[config.mk]
export PLATFORM = sky130hd
export DESIGN_NAME = mem_burst_master
export DESIGN_NICKNAME = d
export VERILOG_FILES = /design/src/rtl/mem_burst_master.sv
export SDC_FILE = /design/constraint.sdc
export NUM_CORES = 1
export LEC_CHECK = 0
export CAP_MARGIN = 20
export CORE_MARGIN = 2
export CORE_UTILIZATION = 45
export DETAILED_ROUTE_END_ITERATION = 12
export PLACE_DENSITY = 0.79
export SYNTH_ARGS = -nofsm -noshare
export SYNTH_HDL_FRONTEND = slang
export SYNTH_SLANG_ARGS = --single-unit
[constraint.sdc]
create_clock -name Clock -period 2.8 [get_ports Clock]
set_clock_uncertainty 0.15 [all_clocks]
set_input_delay 0.28 -clock Clock [delete_from_list [all_inputs] [get_ports Clock]]
set_output_delay 0.28 -clock Clock [all_outputs]
set_load 0.02 [all_outputs]
[src/rtl/mem_burst_master.sv]
// Strided load/store burst initiator for one data_memory port (1..16 words per Start).
// Latency: load 3 cycles/word (request, capture, hand-off), store 2 cycles/word (wait, write).
// Backpressure: RdReady low holds RdData/RdValid; WrValid low parks the burst in ST_WAIT.
module mem_burst_master #(
    parameter int ADDR_W = 16,
    parameter int DATA_W = 16,
    parameter int LEN_W  = 5
) (
    input  logic              Clock,
    input  logic              Reset,
    input  logic              Start,
    input  logic              Op,
    input  logic [ADDR_W-1:0] BaseAddr,
    input  logic [ADDR_W-1:0] Stride,
    input  logic [LEN_W-1:0]  Length,
    input  logic [DATA_W-1:0] WrData,
    input  logic              WrValid,
    output logic              WrReady,
    output logic [DATA_W-1:0] RdData,
    output logic              RdValid,
    input  logic              RdReady,
    output logic              Busy,
    output logic              Done,
    output logic [LEN_W-1:0]  Count,
    output logic [1:0]        Control,
    output logic [ADDR_W-1:0] DataAddr,
    output logic [DATA_W-1:0] DataIn,
    input  logic [DATA_W-1:0] DataOut
);

    typedef enum logic [2:0] {
        IDLE, LD_REQ, LD_CAP, LD_OUT, ST_WAIT, ST_REQ, DONE
    } state_t;

    localparam logic [LEN_W-1:0] MAX_LEN = LEN_W'(16);

    state_t            state, nextState;
    logic [ADDR_W-1:0] addr;
    logic [ADDR_W-1:0] strideReg;
    logic [LEN_W-1:0]  lenReg;
    logic [LEN_W-1:0]  lenClamped;
    logic [LEN_W-1:0]  cntNext;
    logic              lastWord;

    assign lenClamped = (Length > MAX_LEN) ? MAX_LEN : Length;
    assign cntNext    = Count + LEN_W'(1);
    assign lastWord   = (cntNext == lenReg);

    // DataAddr simply mirrors the burst address; memory ignores it unless Control is 2 or 3.
    assign DataAddr = addr;

    always_ff @(posedge Clock) begin
        if (Reset) begin
            state     <= IDLE;
            addr      <= '0;
            strideReg <= '0;
            lenReg    <= '0;
            Count     <= '0;
            RdData    <= '0;
            DataIn    <= '0;
        end else begin
            state <= nextState;
            case (state)
                IDLE: begin
                    if (Start) begin
                        addr      <= BaseAddr;
                        strideReg <= Stride;
                        lenReg    <= lenClamped;
                        Count     <= '0;
                    end
                end
                LD_CAP:  RdData <= DataOut;
                LD_OUT: begin
                    if (RdReady) begin
                        Count <= cntNext;
                        addr  <= addr + strideReg;
                    end
                end
                ST_WAIT: begin
                    if (WrValid) DataIn <= WrData;
                end
                ST_REQ: begin
                    Count <= cntNext;
                    addr  <= addr + strideReg;
                end
                default: ;
            endcase
        end
    end

    always_comb begin
        nextState = state;
        Control   = 2'd0;
        RdValid   = 1'b0;
        WrReady   = 1'b0;
        Busy      = 1'b1;
        Done      = 1'b0;
        case (state)
            IDLE: begin
                Busy = 1'b0;
                if (Start) begin
                    if (Length == '0) nextState = DONE;
                    else if (Op)      nextState = ST_WAIT;
                    else              nextState = LD_REQ;
                end
            end
            LD_REQ: begin
                Control   = 2'd2;
                nextState = LD_CAP;
            end
            LD_CAP: nextState = LD_OUT;
            LD_OUT: begin
                RdValid = 1'b1;
                if (RdReady) nextState = lastWord ? DONE : LD_REQ;
            end
            ST_WAIT: begin
                WrReady = 1'b1;
                if (WrValid) nextState = ST_REQ;
            end
            ST_REQ: begin
                Control   = 2'd3;
                nextState = lastWord ? DONE : ST_WAIT;
            end
            DONE: begin
                Done      = 1'b1;
                nextState = IDLE;
            end
            default: nextState = IDLE;
        endcase
    end

endmodule

==> impl_metrics.toml, run 1 <==
[outcome]
status = "finished clean"

[detailed_routing]
drtPass1Iterations = 4
wire_per_inst_um = 15.4
ant_nets = 0
vias = 4105
via_per_inst = 5.44
drc_errors = 0
drt-initial-drc-count = 164
drt_wl_total_mm = 11.6

[setup_path]
path_max_fanout = 15
max_stage_delay_ps = 610
crit_path_cell_trace = "nor2b_1, nand2_1, inv_1, clkdlybuf4s50_1"
critPathKind = "reg2out"
setup.worst_path.start_class = "flip-flop"
cp.required_ps = 2370
critPathArrivalTime_ps = 2200
rrSetupSlack_ps = 190
end_kind = "primary output"
cp_slowest_cell = "clkdlybuf4s50_1"

[clock_network]
root_buffer = "clkbuf_8"
cts.path.max_buffers = 2
htreeDepth = 3
cts_num_sinks = 77
cts_resized = 0
cts_tree = "done"
clkTransAtPathRegs_ps = 90
cts_hold_buffers = 0
cts_setup_buffers = 0
cts_buffers = 9
worstSkewPairLatency_ps = 360

[sta]
whs_ps = 282
period_minus_slack_ps = 2630
setup_tns_ps = 0
finalHoldViolCount = 0
max_slew.worst_pin.slew_ps = 643
rsz0062_at_grt = "no"
finalSetupViolCount = 0
max_freq_mhz = 380
layout_setup_ws_ps = 167
relSlewSlack_pct = 57.2
slew_viol_final = 0
fin_crit_sh_pct = 94.0

[floorplan]
rows = 34
dieWidth_um = 98.4
core_area_sq_um = 8680
fp.dieH_um = 98.4
io_pins = 134
start_util_pct = 46.2
die-area_sq_um = 9690

[logic_synthesis]
synthCells = 520
avgSynthCellArea_sq_um = 7.71
yosysWarnings = 0
synth.distinct_cells = 58
syn-cell-area_sq_um = 4010
ys_seq_area_share_pct = 38.4
synth_top_flop_cell = "dfxtp_1"
synth-edff-count = 0
syn-num-nets = 612
ys_ff_latch = 77
ys_async_sr_fraction_pct = 0

[min_path]
hold_class = "in2reg"

[cells_and_area]
antenna_cells = 0
final-seq-area_sq_um = 1540
area_delta_synth_final_pct = 39.3
final_layout_size_suffix_gt1_share_pct = 5.73
final_nets = 733
final_area_sq_um = 5590
fillers = 758
stdcell_count = 754
multi_input_area_sq_um = 2290

[grt]
grt_util_all_layers_pct = 23.6
grt_pass1_wl_mm = 18.6
grt_max_degree = 31
grt_overflow_total = 0
grt_antenna_before_repair = 0
grt_pass1_vias = 4030

[placed_design]
placed_area_sq_um = 5390
portBuffers = 133
placed_cells = 738
place_hpwl_mm = 8.66
gp_congestion = 0.949
pre_cts_ws_ps = 323

[pwr]
power_leakage_uw = 0.00208
p_per_area_nw_per_um2 = 566
irDropWorstVdd_v = 0.000341

[run]
maxCapViolCount = 0
synthesized netlist by cell type (all sizes together), types with 2 or more instances:
library cell	instances	share of area, %
nand3b	5	0.94
nand2	134	13
o21ai	17	2.5
ha	16	5.0
dfxtp	77	38
a211oi	7	1.3
a31oi	8	1.6
a21oi	85	11
and3b	2	0.44
or2	2	0.37
and2	6	0.94
xor2	5	1.1
a221oi	4	0.87
a21o	3	0.56
a2111oi	2	0.59
o2111ai	2	0.44
nor2	26	2.8
nand3	8	1.1
o31ai	2	0.37
nor4b	3	0.81
a311oi	2	0.44
nor2b	3	0.47
buf	12	1.6
o21a	5	0.94
nand4	3	0.47
o211ai	4	0.75
inv	13	1.2
o22ai	2	0.31
and3	6	0.94
mux2i	7	1.7
xnor2	8	1.7
or3	5	0.90
clkbuf	18	1.7
nor3	9	1.1
cell type report:
type                            count  area share, %
Tap cell                          108           2.42
Inverter                           13          0.873
Clock buffer                        9           2.22
Multi-Input combinational cell    400           40.9
Sequential cell                    77           27.6
Clock inverter                      7           1.30
Timing Repair Buffer              140           24.7
placed cells by master, fill, tap and decap left out, drive strengths merged, types with 7 or more instances in the layout:
cell           Yosys  routed
inv               13      15
nand2            134     134
nor2              26      26
dfxtp             77      77
a21oi             85      85
buf               12       8
mux2i              7       7
ha                16      16
o21ai             17      17
xnor2              8       8
nor3               9       9
nand3              8       8
a211oi             7       7
clkbuf            18       9
a31oi              8       8
clkdlybuf4s50      0     132
final timing paths:
check / start / endpoint / cells past startpoint
min: Reset / DataAddr[5] / 2
max: state[1] / RdValid / 4
max reg2reg: DataAddr[0] / DataAddr[14] / 9
min reg2reg: RdData[2] / RdData[2] / 2
per-layer routing:
metal	part of all wire [%]	up-vias	wire length, um	global-route usage [%]
li1	-	2049	-	-
met1	41	1899	4740	27.8
met2	49	144	5640	39.9
met3	9.1	13	1060	8.79
met4	1.3	0	148	7.59
met5	0	-	0	0
worst max-delay path, delay by kind of cell (launching register included):
family	cells	cell delay, ps
AND/OR/NAND/NOR	2	570
buffers and inverters	2	700
flip-flops	1	580
logic make-up after synthesis:
family / Yosys count / synth area share (%)
flops: 77 / 38.4
fa+ha+maj: 17 / 5.49
compound gates: 148 / 22.4
buf+inv: 43 / 4.55
simple gates: 215 / 24.5
xor+xnor: 13 / 2.84
mux: 7 / 1.75
report_power, final:
part / switching [uW] / leakage (uW) / internal (uW)
clock: 443 / 0.0000960 / 415
combinational: 549 / 0.00135 / 457
sequential: 102 / 0.000628 / 1200
through the flow:
step	total power, uW	utilization [%]
3_5_place_dp	2330	62.1
4_1_cts	3180	64.4
3_3_place_gp	2300	62.1
6_report	3170	64.4
5_1_grt	3330	64.4
2_1_floorplan	1930	-
registers in the layout, indices dropped and copies added (netlist names):
name and count:
strideReg 16, RdData 16, DataIn 16, Count 5, DataAddr 16, state 3, lenReg 5
(Power assumes the default switching activity.)
==> inputs of run 2 (changes only) <==
--- a/config.mk
+++ b/config.mk
@@ -6,10 +6,13 @@
 export NUM_CORES = 1
 export LEC_CHECK = 0
 export CAP_MARGIN = 20
+export CELL_PAD_IN_SITES_DETAIL_PLACEMENT = 0
+export CELL_PAD_IN_SITES_GLOBAL_PLACEMENT = 1
 export CORE_MARGIN = 2
-export CORE_UTILIZATION = 45
+export CORE_UTILIZATION = 33
 export DETAILED_ROUTE_END_ITERATION = 12
-export PLACE_DENSITY = 0.79
+export PLACE_DENSITY_LB_ADDON = 0.1
+export REMOVE_ABC_BUFFERS = 1
 export SYNTH_ARGS = -nofsm -noshare
 export SYNTH_HDL_FRONTEND = slang
 export SYNTH_SLANG_ARGS = --single-unit
==> impl_metrics.toml, run 2 (synthesized netlist as in run 1, its figures left out) <==
[outcome]
status = "finished clean"

[cells_and_area]
final_nets = 733
fillers = 1210
area_delta_synth_final_pct = 43.5
final-seq-area_sq_um = 1540
final_layout_size_suffix_gt1_share_pct = 5.73
multi_input_area_sq_um = 2290
layout_common_cells = "133 x nand2_1, 132 x clkdlybuf4s50_1, 85 x a21oi_1, 77 x dfxtp_1, 24 x nor2_1"
layout_commonest_cell = "nand2_1"
antenna_cells = 0

[detailed_routing]
drtPass1Iterations = 4
vias = 3983
drc_errors = 0
ant_nets = 0
drt_wl_total_mm = 11.5
drt-initial-drc-count = 180
via_per_inst = 5.02
wire_per_inst_um = 14.6

[grt]
grt_overflow_total = 0
grt_max_degree = 46
grt_pass1_vias = 3717
grt_pass1_wl_mm = 18.5
grt_antenna_before_repair = 0
grt_util_all_layers_pct = 18.0

[floorplan]
die-area_sq_um = 13100
dieWidth_um = 114
io_pins = 134
start_util_pct = 33.5
fp.dieH_um = 114
core_area_sq_um = 12000
rows = 40

[sta]
finalHoldViolCount = 0
period_minus_slack_ps = 2550
slew_viol_final = 0
fin_crit_sh_pct = 91.1
max_slew.worst_pin.slew_ps = 586
finalSetupViolCount = 0
rsz0062_at_grt = "no"
relSlewSlack_pct = 60.9
setup_tns_ps = 0
max_freq_mhz = 392
whs_ps = 187

[run]
maxCapViolCount = 0

[min_path]
hold_depth = 2
min_to = "DataIn[15]"
min_from = "Reset"
hold_class = "in2reg"

[pwr]
power_leakage_uw = 0.00213
irDropWorstVdd_v = 0.000257
p_per_area_nw_per_um2 = 606

[setup_path]
critPathKind = "reg2out"
cp_num_buf_inv = 2
rrSetupSlack_ps = 310
cp.required_ps = 2370
cp_slowest_cell = "clkdlybuf4s50_1"
rr_endpoint = "DataAddr[14]"
setup.worst_path.start_class = "flip-flop"
max_stage_delay_ps = 610
cp_top_family = "buffers and inverters"
end_kind = "primary output"
path_max_fanout = 15
r2r-start = "DataAddr[0]"
r2r_cells = 9
crit_path_cell_trace = "nor2b_2, nand2_1, inv_1, clkdlybuf4s50_1"
critPathArrivalTime_ps = 2120

[clock_network]
cts_buffers = 9
cts_tree = "done"
worstSkewPairLatency_ps = 340
htreeDepth = 3
cts_num_sinks = 77
cts.path.max_buffers = 2
clkTransAtPathRegs_ps = 60
root_buffer = "clkbuf_16"

[placed_design]
portBuffers = 133
place_hpwl_mm = 8.36
gp_congestion = 0.804
-- run 2: cell count changes in the layout (fill, tap and decap cells not counted), sizes merged --
| cell | before | now |
|---|---|---|
| clkbuf | 9 | 11 |
| inv | 15 | 13 |
| clkinv | 2 | 3 |
| clkinvlp | 2 | 1 |
-- run 2: where the power goes --
group / total (uW) / switching [uW] / leakage (uW) / internal, uW
sequential: 1300 / 100 / 0.000628 / 1200
clock: 1180 / 465 / 0.000146 / 716
combinational: 1010 / 547 / 0.00136 / 459
total: 3490 / 1110 / 0.00213 / 2380
-- run 2: worst max-delay path by stage --
stage | startpoint | to | slack, ps | cells past startpoint
3_5_place_dp | DataAddr[0] | DataAddr[14] | 340 | 9
6_report | state[1] | RdValid | 250 | 4
2_1_floorplan | DataAddr[0] | DataAddr[14] | 440 | 9
3_3_place_gp | DataAddr[0] | DataAddr[14] | 420 | 9
4_1_cts | state[1] | RdValid | 120 | 4
5_1_grt | state[1] | RdValid | 100 | 4
-- run 2: stage by stage --
| step | util, % | worst slack (ps) | power, uW | cells | instance area (sq um) |
|---|---|---|---|---|---|
| 2_1_floorplan | - | 440 | 1880 | 490 | 3880 |
| 5_1_grt | 48.1 | 95.6 | 3680 | 793 | 5760 |
| 3_5_place_dp | 45.6 | 342 | 2340 | 777 | 5450 |
| 6_report | 48.1 | 248 | 3490 | 793 | 5760 |
| 4_1_cts | 48.1 | 120 | 3530 | 793 | 5760 |
| 3_3_place_gp | 45.6 | 417 | 2330 | 777 | 5450 |
-- run 2: worst register-to-register path: stages (launching register included) --
cell and delay, ps:
dfxtp_1 360, ha_1 200, inv_1 60, fa_1 370, nor2b_1 190, o31a_1 190, o2111ai_1 210, a211oi_1 390
o21ai_1 90, and3b_1 180
-- run 2: repair_timing --
item,4_1_cts,5_1_grt
hold buffers,0,0
setup endpoints to repair,0,1
resized for setup,0,1
setup buffers,0,0
-- run 2: final cells by class --
| cell class | instances | area share [%] |
|---|---|---|
| Multi-Input combinational cell | 400 | 39.8 |
| Sequential cell | 77 | 26.8 |
| Timing Repair Buffer | 140 | 24.2 |
| Clock buffer | 11 | 4.22 |
| Tap cell | 147 | 3.19 |
| Clock inverter | 5 | 1.04 |
| Inverter | 13 | 0.847 |
-- run 2: layer usage --
layer / GRT usage [%] / share of wire, % / up-vias
li1: - / - / 2063
met1: 24.4 / 48 / 1818
met2: 28.3 / 46 / 91
met3: 3.28 / 4.4 / 11
met4: 7.07 / 1.6 / 0
met5: 0 / 0 / -
